==> src/rtl/serial_mode_sequencer_if.sv <==
// rtl/serial_mode_sequencer_if.sv - batch control, engine handshake and result write port of the sequencer
interface serial_mode_sequencer_if #(
    parameter int ADDR_W = 8,
    parameter int DATA_W = 8,
    parameter int CNT_W  = 4
);
    logic              start_i;
    logic [CNT_W-1:0]  job_count_i;
    logic [ADDR_W-1:0] base_start_i;
    logic [ADDR_W-1:0] stride_i;
    logic              en_o;
    logic [ADDR_W-1:0] feature_baseaddr_o;
    logic              is_done_i;
    logic [DATA_W-1:0] result_i;
    logic              wr_en_o;
    logic [CNT_W-1:0]  wr_addr_o;
    logic [DATA_W-1:0] wr_data_o;
    logic              busy_o;
    logic              all_done_o;
    logic              error_o;

    modport master (
        input  start_i, job_count_i, base_start_i, stride_i, is_done_i, result_i,
        output en_o, feature_baseaddr_o, wr_en_o, wr_addr_o, wr_data_o,
               busy_o, all_done_o, error_o
    );

    modport slave (
        output start_i, job_count_i, base_start_i, stride_i, is_done_i, result_i,
        input  en_o, feature_baseaddr_o, wr_en_o, wr_addr_o, wr_data_o,
               busy_o, all_done_o, error_o
    );
endinterface

==> src/rtl/serial_mode_sequencer.sv <==
// rtl/serial_mode_sequencer.sv - runs a batch of engine jobs at strided addresses and writes each result
module serial_mode_sequencer #(
    parameter int ADDR_W  = 8,
    parameter int DATA_W  = 8,
    parameter int CNT_W   = 4,
    parameter int TIMEOUT = 255
) (
    input logic                  clk,
    input logic                  rst,
    serial_mode_sequencer_if.master bus
);
    localparam int WD_W = $clog2(TIMEOUT + 1);

    typedef enum logic [2:0] {
        S_IDLE,
        S_ISSUE,
        S_WAIT,
        S_WRITE,
        S_RELEASE,
        S_DONE
    } state_t;

    state_t            state_q, state_d;
    logic [CNT_W-1:0]  cnt_q, cnt_d;
    logic [CNT_W-1:0]  idx_q, idx_d;
    logic [ADDR_W-1:0] stride_q, stride_d;
    logic [ADDR_W-1:0] addr_q, addr_d;
    logic [DATA_W-1:0] res_q, res_d;
    logic [WD_W-1:0]   wdog_q, wdog_d;
    logic              err_q, err_d;

    always_ff @(posedge clk or posedge rst) begin
        if (rst) begin
            state_q  <= S_IDLE;
            cnt_q    <= '0;
            idx_q    <= '0;
            stride_q <= '0;
            addr_q   <= '0;
            res_q    <= '0;
            wdog_q   <= '0;
            err_q    <= 1'b0;
        end else begin
            state_q  <= state_d;
            cnt_q    <= cnt_d;
            idx_q    <= idx_d;
            stride_q <= stride_d;
            addr_q   <= addr_d;
            res_q    <= res_d;
            wdog_q   <= wdog_d;
            err_q    <= err_d;
        end
    end

    always_comb begin
        state_d  = state_q;
        cnt_d    = cnt_q;
        idx_d    = idx_q;
        stride_d = stride_q;
        addr_d   = addr_q;
        res_d    = res_q;
        wdog_d   = wdog_q;
        err_d    = err_q;

        case (state_q)
            S_IDLE: begin
                if (bus.start_i) begin
                    cnt_d    = bus.job_count_i;
                    stride_d = bus.stride_i;
                    addr_d   = bus.base_start_i;
                    idx_d    = '0;
                    err_d    = 1'b0;
                    state_d  = (bus.job_count_i == '0) ? S_DONE : S_ISSUE;
                end
            end
            S_ISSUE: begin
                wdog_d  = '0;
                state_d = S_WAIT;
            end
            S_WAIT: begin
                // A done arriving on the expiry cycle still counts as completion.
                if (bus.is_done_i) begin
                    res_d   = bus.result_i;
                    state_d = S_WRITE;
                end else if (wdog_q == WD_W'(TIMEOUT - 1)) begin
                    err_d   = 1'b1;
                    state_d = S_DONE;
                end else begin
                    wdog_d = wdog_q + WD_W'(1);
                end
            end
            S_WRITE: begin
                state_d = S_RELEASE;
            end
            S_RELEASE: begin
                // The engine must drop done before the next job is issued.
                if (!bus.is_done_i) begin
                    if (idx_q == cnt_q - CNT_W'(1)) begin
                        state_d = S_DONE;
                    end else begin
                        idx_d   = idx_q + CNT_W'(1);
                        addr_d  = addr_q + stride_q;
                        state_d = S_ISSUE;
                    end
                end
            end
            S_DONE: begin
                state_d = S_IDLE;
            end
            default: begin
                state_d = S_IDLE;
            end
        endcase
    end

    assign bus.en_o               = (state_q == S_ISSUE) || (state_q == S_WAIT) || (state_q == S_WRITE);
    assign bus.feature_baseaddr_o = addr_q;
    assign bus.wr_en_o            = (state_q == S_WRITE);
    assign bus.wr_addr_o          = idx_q;
    assign bus.wr_data_o          = res_q;
    assign bus.busy_o             = (state_q != S_IDLE);
    assign bus.all_done_o         = (state_q == S_DONE);
    assign bus.error_o            = err_q;
endmodule
==> src/flat_wrapper.sv <==
// flat-port wrapper written by rule: the top's interface ports become plain ports
module serial_mode_sequencer_flat 
#(
    parameter int ADDR_W  = 8,
    parameter int DATA_W  = 8,
    parameter int CNT_W   = 4,
    parameter int TIMEOUT = 255
)
  (clk, rst, bus_start_i, bus_job_count_i, bus_base_start_i, bus_stride_i, bus_is_done_i, bus_result_i, bus_en_o, bus_feature_baseaddr_o, bus_wr_en_o, bus_wr_addr_o, bus_wr_data_o, bus_busy_o, bus_all_done_o, bus_error_o);
  serial_mode_sequencer_if #(.ADDR_W(ADDR_W), .DATA_W(DATA_W), .CNT_W(CNT_W)) bus_i ();
  input logic clk;
  input logic rst;
  input wire logic [$bits(bus_i.start_i)-1:0] bus_start_i;
  input wire logic [$bits(bus_i.job_count_i)-1:0] bus_job_count_i;
  input wire logic [$bits(bus_i.base_start_i)-1:0] bus_base_start_i;
  input wire logic [$bits(bus_i.stride_i)-1:0] bus_stride_i;
  input wire logic [$bits(bus_i.is_done_i)-1:0] bus_is_done_i;
  input wire logic [$bits(bus_i.result_i)-1:0] bus_result_i;
  output wire logic [$bits(bus_i.en_o)-1:0] bus_en_o;
  output wire logic [$bits(bus_i.feature_baseaddr_o)-1:0] bus_feature_baseaddr_o;
  output wire logic [$bits(bus_i.wr_en_o)-1:0] bus_wr_en_o;
  output wire logic [$bits(bus_i.wr_addr_o)-1:0] bus_wr_addr_o;
  output wire logic [$bits(bus_i.wr_data_o)-1:0] bus_wr_data_o;
  output wire logic [$bits(bus_i.busy_o)-1:0] bus_busy_o;
  output wire logic [$bits(bus_i.all_done_o)-1:0] bus_all_done_o;
  output wire logic [$bits(bus_i.error_o)-1:0] bus_error_o;
  assign bus_i.start_i = bus_start_i;
  assign bus_i.job_count_i = bus_job_count_i;
  assign bus_i.base_start_i = bus_base_start_i;
  assign bus_i.stride_i = bus_stride_i;
  assign bus_i.is_done_i = bus_is_done_i;
  assign bus_i.result_i = bus_result_i;
  assign bus_en_o = bus_i.en_o;
  assign bus_feature_baseaddr_o = bus_i.feature_baseaddr_o;
  assign bus_wr_en_o = bus_i.wr_en_o;
  assign bus_wr_addr_o = bus_i.wr_addr_o;
  assign bus_wr_data_o = bus_i.wr_data_o;
  assign bus_busy_o = bus_i.busy_o;
  assign bus_all_done_o = bus_i.all_done_o;
  assign bus_error_o = bus_i.error_o;
  serial_mode_sequencer #(.ADDR_W(ADDR_W), .DATA_W(DATA_W), .CNT_W(CNT_W), .TIMEOUT(TIMEOUT)) u_core (.clk(clk), .rst(rst), .bus(bus_i));
endmodule
==> config.mk <==
export PLATFORM = sky130hd
export DESIGN_NAME = serial_mode_sequencer_flat
export DESIGN_NICKNAME = d
export VERILOG_FILES = /design/src/rtl/serial_mode_sequencer_if.sv /design/src/rtl/serial_mode_sequencer.sv /design/src/flat_wrapper.sv
export SDC_FILE = /design/constraint.sdc
export NUM_CORES = 1
export LEC_CHECK = 0
export BUFFER_PORTS_ARGS = -buffer_cell sky130_fd_sc_hd__buf_2
export CAP_MARGIN = 20
export CORE_UTILIZATION = 46
export DETAILED_ROUTE_END_ITERATION = 12
export MAX_ROUTING_LAYER = met4
export PLACE_DENSITY = 0.77
export REMOVE_ABC_BUFFERS = 1
export SYNTH_ARGS = -nofsm -noshare
export SYNTH_HDL_FRONTEND = slang
export SYNTH_SLANG_ARGS = --single-unit
==> constraint.sdc <==
create_clock -name clk -period 5.6 [get_ports clk]
set_input_delay 1.12 -clock clk [delete_from_list [all_inputs] [get_ports clk]]
set_output_delay 1.12 -clock clk [all_outputs]
set_load 0.01 [all_outputs]
**Word level (Yosys, flattened, before mapping)**

Index checks and enable logic that the tools add are counted.

- Equality and inequality tests: 14
- Mux-type cells: 22
- $add $sub $neg: 4
- Reduce and logical (&&, ||, !) cells: 14

Operators by type and width:

| operator | count |
|---|---|
| $mux 8 | 5 |
| $pmux 8 s2 | 2 |
| $mux 3 | 6 |
| $pmux 3 s5 | 1 |
| $mux 4 | 3 |
| $ne 2x2->1 const B | 5 |
| $add 8x1->8 const B | 1 |
| $add 8x8->8 | 1 |
| $eq 8x8->1 const B | 1 |
| $pmux 4 s2 | 1 |
| $reduce_and 4->1 | 2 |
| $eq 3x2->1 const B | 2 |
| $eq 3x3->1 const B | 2 |
| $reduce_and 3->1 | 2 |
| $reduce_bool 2->1 | 3 |
| $add 4x1->4 const B | 1 |
| $eq 4x4->1 | 1 |
| $logic_not 4->1 | 1 |
| $reduce_and 2->1 | 2 |
| $sub 4x1->4 const B | 1 |
| $eq 3x1->1 const B | 1 |
| $logic_not 3->1 | 1 |
| $mux 1 | 3 |
| $ne 3x2->1 const B | 1 |
| other kinds (4) | 5 |

- Register bits: 44
- Output and inout port bits: 25
- Input port bits: 32

**Depth between registers and ports, before layout**

Gate-level depths: netlist (run 1).

- Depth in word-level cells: 5
- Gate-level depth with buffers: 9
- Depth with buffers taken out: 9

**Least setup slack after synthesis (run 1)**

No wires, ideal clock.

- Kind: input-to-reg
- Start: in bus_is_done_i
- End: reg u_core.addr_q[7] (netlist: u_core.bus.feature_baseaddr_o[7])
- Stages: 7
- Setup slack: 3.295 ns
- Setup time: 0.126 ns
- Path buffers: 2
- Data arrival time: 2.179 ns
- Cells stage by stage: clkbuf_1 nor2b_1 o21ai_1 a41oi_2 buf_2 nor2_1 a221o_1

- Cells in the longest elaborated chain, start to end: 2

Ends and longest elaborated chain:

| element | RTL line | RTL |
|---|---|---|
| start: declaration | flat_wrapper.sv:17 | `input wire logic [$bits(bus_i.is_done_i)-1:0] bus_is_done_i;` |
| $ne 2x2->1 (no line) | -- |  |
| $reduce_and 4->1 (no line) | -- |  |
| end signal: assignment | serial_mode_sequencer.sv:47 | `addr_q <= addr_d;` |
| end: declaration | serial_mode_sequencer.sv:27 | `logic [ADDR_W-1:0] addr_q, addr_d;` |

Every way passes these cells.
A chain may end at the register's enable or synchronous reset.

**Final worst setup path (run 1)**

- Start: reg u_core.state_q[2]
- End: out bus_wr_en_o

- Cells in the longest elaborated chain, start to end: 1

Ends and longest elaborated chain:

| element | RTL line | RTL |
|---|---|---|
| start: declaration | serial_mode_sequencer.sv:23 | `state_t state_q, state_d;` |
| start signal: assignment | serial_mode_sequencer.sv:43 | `state_q <= state_d;` |
| $eq 3x2->1 | serial_mode_sequencer.sv:117 | `assign bus.wr_en_o = (state_q == S_WRITE);` |
| end: declaration | flat_wrapper.sv:21 | `output wire logic [$bits(bus_i.wr_en_o)-1:0] bus_wr_en_o;` |

Every way passes these cells.

==> results.md, run 1 <==
- Outcome: finished clean
- Rows: 25
- Worst Setup Start Kind: flop
- Leak: 1.39 nW
- Vias/cell: 5.26
- Buffers & Inverters on Critical Path: 2
- Post-synth EDFFs: 0
- Post-Syn Instances: 256
- CTS H-tree depth: 2
- Layout cells sized above 1: 25.6%
- Yosys top cell by area: dfrtp_1
- Pwr Density: 557 nW/um^2
- Largest stage delay on the critical path: 0.79 ns
- Clock power share: 17.8%
- DRT iter0 DRCs: 74
- Period utilization: 49.5%
- CORE AREA: 4880 um^2
- Setup TNS: 0 ns
- R2R Setup Slk: 3.19 ns
- Worst clock skew: 0.00648 ns
- CTS Buf Count: 5
- CTS sink count: 44
- Buffers added on ports: 56
- Die W: 74.2 um
- Initial Util: 49.2%
- Synth Cell Area: 2400 um^2
- Slew HR: 38.0%
- Worst r2r dst: u_core.bus.wr_addr_o[3]$_DFFE_PP0P_
- Fmax: 361 MHz
- Hold Violations, Final: 0
- Critical path class: flop to output port
- Critical path endpoint category: output port
- Setup crit end: bus_wr_en_o
- Final setup margin: 2.83 ns
- Worst VDD drop: 0.242 mV
- CP max-delay cell: dfrtp_1
- Post-DP HPWL: 3660 um
- # diodes: 0
- Int Power: 0.958 mW
- Worst r2r path cells: 6
- Vias in the first global route: 1864
- Wire per inst: 13.4 um
- Clock latency on the worst-skew pair: 0.30 ns
- Slew Viols, Final: 0
- Clock root buffer: clkbuf_8
- Setup Viol. Count Final: 0
- Synth Register Bits: 44
- Vias post-DR: 1979
- Critical path, cell by cell: inv_2 > and3_1 > buf_2
- GRT overflow: 0
- Post-route DRC: 0
- Die ar.: 5510 um^2
- Dpl ws: 2.77 ns
- P_sw: 0.631 mW
- Post-CTS Repair Setup Buffers: 0
- Nets@finish: 353
- CP max FO: 19
- Core Util, Final: 58.5%
- Area Overhead vs Synth: 18.9%
- Max-Cap Viols: 0
- Post-synthesis async set-or-reset flop share: 100%
- Power Total: 1.59 mW
- Drt pass-1 iters: 4
- Tot GR Track Use: 20.9%
- Routed WL: 5040 um
- Initial antenna violation count: 0
- Minimum clock period: 2.77 ns
- First-pass GRT wire length: 8450 um
- Reg-to-reg startpoint: u_core.state_q[2]$_DFFE_PP0P_
- Placed inst area: 2730 um^2
- CTS tree: done
- RSZ-0062 raised after global routing: no
- Count of cell types in the netlist: 42
- Post-synthesis average cell area: 9.38 um^2
- Register area share after synthesis: 45.9%
- CTS Hold Bufs: 0
- Largest net degree at the start of global routing: 45
- DRT antenna net count: 0
- Worst-Margin Slew: 0.930 ns
- Comb power frac: 47.8%
- Worst Hold Class: flop to flop
- Post-cts repair resize count: 0
- Worst EP required: 4.48 ns
- CP delay by family, top: flip-flops
- Sequential Power Share: 34.4%
- Crit path from: u_core.state_q[2]$_DFFE_PP0P_
- # IOs: 57
- Cell depth of the worst setup path: 3
- Switching share of power: 39.7%
- Die Ht: 74.2 um
- Placer congestion estimate: 0.797
- Most frequent cells in the layout: buf_2, dfrtp_1, nand2_1
- Post-synth top area share: 45.9%
- Dpl cells: 369
- Final Non-Filler Cells: 376
- Most common flop cell mapped by yosys: dfrtp_1
- Finished Cell Area: 2860 um^2
- Synth area leaders: dfrtp_1, nand2_1, ha_1
- Commonest non-fill, non-tap cell in the layout: buf_2
- Ys Warns: 0
- Clk slew on worst S/H paths: 0.08 ns
- Clock Path Buffers: 2
- Worst path arrival time: 1.65 ns
- Worst hold margin: 0.492 ns
==> kinds of logic after synthesis <==
family | Yosys count | share of synthesized area [%]
AND/OR/NAND/NOR | 106 | 19.9
XOR/XNOR | 19 | 6.93
adder cells (fa/ha/maj) | 12 | 6.57
buffers and inverters | 23 | 3.80
AO/OA/AOI/OAI | 40 | 11.5
multiplexers | 12 | 5.47
flip-flops | 44 | 45.9
==> worst min-delay path by stage <==
stage                                        start                              to  slack, ns  depth (start not counted)
floorplan           u_core.stride_q[0]$_DFFE_PP0P_  u_core.stride_q[0]$_DFFE_PP0P_       0.45                          2
global placement    u_core.stride_q[6]$_DFFE_PP0P_  u_core.stride_q[6]$_DFFE_PP0P_       0.47                          2
detailed placement  u_core.stride_q[5]$_DFFE_PP0P_  u_core.stride_q[5]$_DFFE_PP0P_       0.47                          2
CTS                 u_core.stride_q[3]$_DFFE_PP0P_  u_core.stride_q[3]$_DFFE_PP0P_       0.49                          2
global route        u_core.stride_q[6]$_DFFE_PP0P_  u_core.stride_q[6]$_DFFE_PP0P_       0.52                          2
finish              u_core.stride_q[5]$_DFFE_PP0P_  u_core.stride_q[5]$_DFFE_PP0P_       0.49                          2
==> cell usage after synthesis (3+ instances only) <==
library cell	number
dfrtp_1	44
nand2_1	40
nor2_1	30
ha_1	11
inv_1	10
o21ai_0	10
xor2_1	10
nand3_1	9
xnor2_1	9
mux2_2	8
a21oi_1	7
clkbuf_1	7
nor2b_1	7
buf_2	4
nor3_1	4
o21ai_1	4
mux2i_1	3
nand4_1	3
o211ai_1	3
o221a_2	3
==> power groups by stage <==
stage / clock network (mW) / registers (mW) / logic [mW]
floorplan: 0 / 0.559 / 0.535
detailed placement: 0 / 0.551 / 0.762
finish: 0.283 / 0.547 / 0.760
CTS: 0.289 / 0.547 / 0.769
global route: 0.300 / 0.566 / 0.859
global placement: 0 / 0.547 / 0.734
==> sequential cells by signal, indices dropped and copies added, names as in the netlist <==
register	flops
u_core.bus.feature_baseaddr_o	8
u_core.bus.wr_data_o	8
u_core.stride_q	8
u_core.wdog_q	8
u_core.bus.wr_addr_o	4
u_core.cnt_q	4
u_core.state_q	3
u_core.bus.error_o	1
==> layout make-up <==
| type | count | area, um^2 |
|---|---|---|
| inverters | 12 | 45.0 |
| clock buffers | 5 | 68.8 |
| fillers | 437 | 2020 |
| clock inverters | 2 | 60.1 |
| multi-input cells | 189 | 1210 |
| repair buffers | 57 | 288 |
| well taps | 67 | 83.8 |
| flip-flops and latches | 44 | 1100 |
==> metal layers <==
metal	vias up	share of wire (%)	routed length, um	GRT usage, %
li1	978	-	-	-
met1	955	45	2260	25.8
met2	41	50	2510	34.4
met3	5	4.6	231	4.47
met4	0	0.97	49	6.29
met5	-	0	0	-
==> worst reg2reg max path, delay by kind of cell (launching register included) <==
family	cells	cell delay, ns
AOI/OAI and AO/OA	2	0.86
xor gates and xnor gates	1	0.16
DFF	1	0.79
and+or+nand+nor	3	0.46
Note: power is estimated with default switching activity, not from simulation.
==> inputs of run 2 (changes only) <==
Clock period 5.6 ns to 2.86 ns, I/O delays scaled along.
==> results.md, run 2 (synthesized netlist as in run 1, its figures left out) <==
- Outcome: finished clean (unchanged)
- Wire per inst: 13.1 um (was 13.4 um)
- Clock Path Buffers: 2 (unchanged)
- RSZ-0062 raised after global routing: no (unchanged)
- CTS Buf Count: 5 (unchanged)
- Vias post-DR: 1988 (was 1979)
- Post-route DRC: 0 (unchanged)
- DRT antenna net count: 0 (unchanged)
- Max-Cap Viols: 0 (unchanged)
- Die W: 74.2 um (unchanged)
- Post-CTS Repair Setup Buffers: 0 (unchanged)
- Critical path endpoint category: output port (unchanged)
- R2R Setup Slk: 0.76 ns (was 3.19 ns)
- Die Ht: 74.2 um (unchanged)
- Area Overhead vs Synth: 19.0% (was 18.9%)
- Drt pass-1 iters: 4 (unchanged)
- Fmax: 447 MHz
- First-pass GRT wire length: 7970 um (was 8450 um)
- Initial Util: 49.2% (unchanged)
- CORE AREA: 4880 um^2 (unchanged)
- Seq. cell area: 1100 um^2 (unchanged)
- Post-cts repair resize count: 0 (unchanged)
- Period utilization: 78.2%
- GR met3 Demand/Resource: 5.69% (was 4.47%)
- CTS sink count: 44 (unchanged)
- # fillers: 467 (was 437)
- Pwr Density: 1060 nW/um^2 (was 557 nW/um^2)
- Clock root buffer: clkbuf_8 (unchanged)
- # diodes: 0 (unchanged)
- Worst Hold Class: primary input to async pin (was flop to flop)
- Post-DP HPWL: 3670 um (was 3660 um)
- Vias/cell: 5.23 (was 5.26)
- Critical path class: flop to output port (unchanged)
- Die ar.: 5510 um^2 (unchanged)
- CTS H-tree depth: 2 (unchanged)
- Global-route met1 utilization: 23.9% (was 25.8%)
- Slew Viols, Final: 0 (unchanged)
- Worst Setup Start Kind: flop (unchanged)
- Slew HR: 43.7% (was 38.0%)
- Clock latency on the worst-skew pair: 0.30 ns (about the same)
- Commonest non-fill, non-tap cell in the layout: buf_2 (unchanged)
- Worst-Margin Slew: 0.840 ns (was 0.930 ns)
- Routed WL: 4970 um (was 5040 um)
- Busiest layer in global routing: met2 (unchanged)
- Final setup margin: 0.625 ns (was 2.83 ns)
- Worst path arrival time: 1.66 ns (was 1.65 ns)
- Worst clock skew: 0.00517 ns (was 0.00648 ns)
- Dpl cells: 372 (was 369)
- DRT iter0 DRCs: 77 (was 74)
- Final Non-Filler Cells: 380 (was 376)
- Tot GR Track Use: 20.1% (was 20.9%)
- Minimum clock period: 2.24 ns
- Worst VDD drop: 0.463 mV (was 0.242 mV)
- Nets@finish: 356 (was 353)
- Setup Viol. Count Final: 0 (unchanged)
- Worst r2r path cells: 7 (was 6)
- Layout cells sized above 1: 26.2% (was 25.6%)
- Worst r2r dst: u_core.bus.feature_baseaddr_o[7]$_DFFE_PP0P_ (was u_core.bus.wr_addr_o[3]$_DFFE_PP0P_)
- Placer congestion estimate: 0.776 (was 0.797)
- Vias in the first global route: 1816 (was 1864)
- Crit path from: u_core.state_q[2]$_DFFE_PP0P_ (unchanged)
- Initial antenna violation count: 0 (unchanged)
- Buffers added on ports: 56 (unchanged)
- Clk slew on worst S/H paths: 0.08 ns (about the same)
- Dpl ws: 0.751 ns (was 2.77 ns)
- GRT overflow: 0 (unchanged)
- # IOs: 57 (unchanged)
- GRT met2 Usage: 33.2% (was 34.4%)
- Most frequent cells in the layout: buf_2, dfrtp_1, nand2_1 (unchanged)
- Rows: 25 (unchanged)
- CP max FO: 19 (unchanged)
- Area of the multi-input gates: 1210 um^2 (unchanged)
- Reg-to-reg startpoint: u_core.bus.feature_baseaddr_o[1]$_DFFE_PP0P_ (was u_core.state_q[2]$_DFFE_PP0P_)
- CTS Hold Bufs: 0 (unchanged)
- Largest net degree at the start of global routing: 24 (was 45)
- Worst EP required: 2.29 ns (was 4.48 ns)
- Setup TNS: 0 ns (unchanged)
- Leak: 1.40 nW (was 1.39 nW)
- CTS tree: done (unchanged)
- Hold Violations, Final: 0 (unchanged)
-- run 2: cell count changes in the layout (fill, tap and decap cells not counted), sizes merged --
| cell | before | now |
|---|---|---|
| buf | 57 | 60 |
| bufinv | 2 | 1 |
| clkbuf | 5 | 6 |
| clkinv | 1 | 2 |
-- run 2: per-layer routing --
metal  routed length [um]  vias up
li1                     -      983
met1                 2340      953
met2                 2340       46
met3                  224        6
met4                   58        0
met5                    0        -
-- run 2: worst max-delay path by stage --
stage	to	cells past startpoint
floorplan	u_core.bus.feature_baseaddr_o[7]$_DFFE_PP0P_	7
global placement	u_core.bus.feature_baseaddr_o[7]$_DFFE_PP0P_	7
detailed placement	u_core.bus.feature_baseaddr_o[7]$_DFFE_PP0P_	7
CTS	bus_wr_en_o	3
global route	bus_wr_en_o	3
finish	bus_wr_en_o	3
-- run 2: through the flow --
stage	util (%)	cell area (um^2)	total power, mW	hold slack, ns
after floorplan	-	2350	2.14	0.450
after global placement	56.3	2750	2.53	0.465
after detailed placement	56.3	2750	2.58	0.470
after CTS	58.5	2860	3.06	0.337
after global routing	58.5	2860	3.31	0.360
final	58.5	2860	3.03	0.331
-- run 2: area by class of cell --
class / count / share of cell area [%]
repair buffers: 60 / 10.9
clock buffers: 6 / 2.54
well taps: 67 / 2.93
clock inverters: 2 / 1.23
flip-flops and latches: 44 / 38.5
inverters: 12 / 1.58
multi-input cells: 189 / 42.3
-- run 2: critical path: stages, from the launching register on --
cell	delay, ns
dfrtp_1	0.78
inv_2	0.21
and3_1	0.24
buf_2	0.13
-- run 2: power breakdown --
| part | switching (mW) | internal [mW] | total, mW |
|---|---|---|---|
| Combinational | 0.818 | 0.688 | 1.51 |
| Clock | 0.208 | 0.259 | 0.467 |
| Sequential | 0.203 | 0.857 | 1.06 |
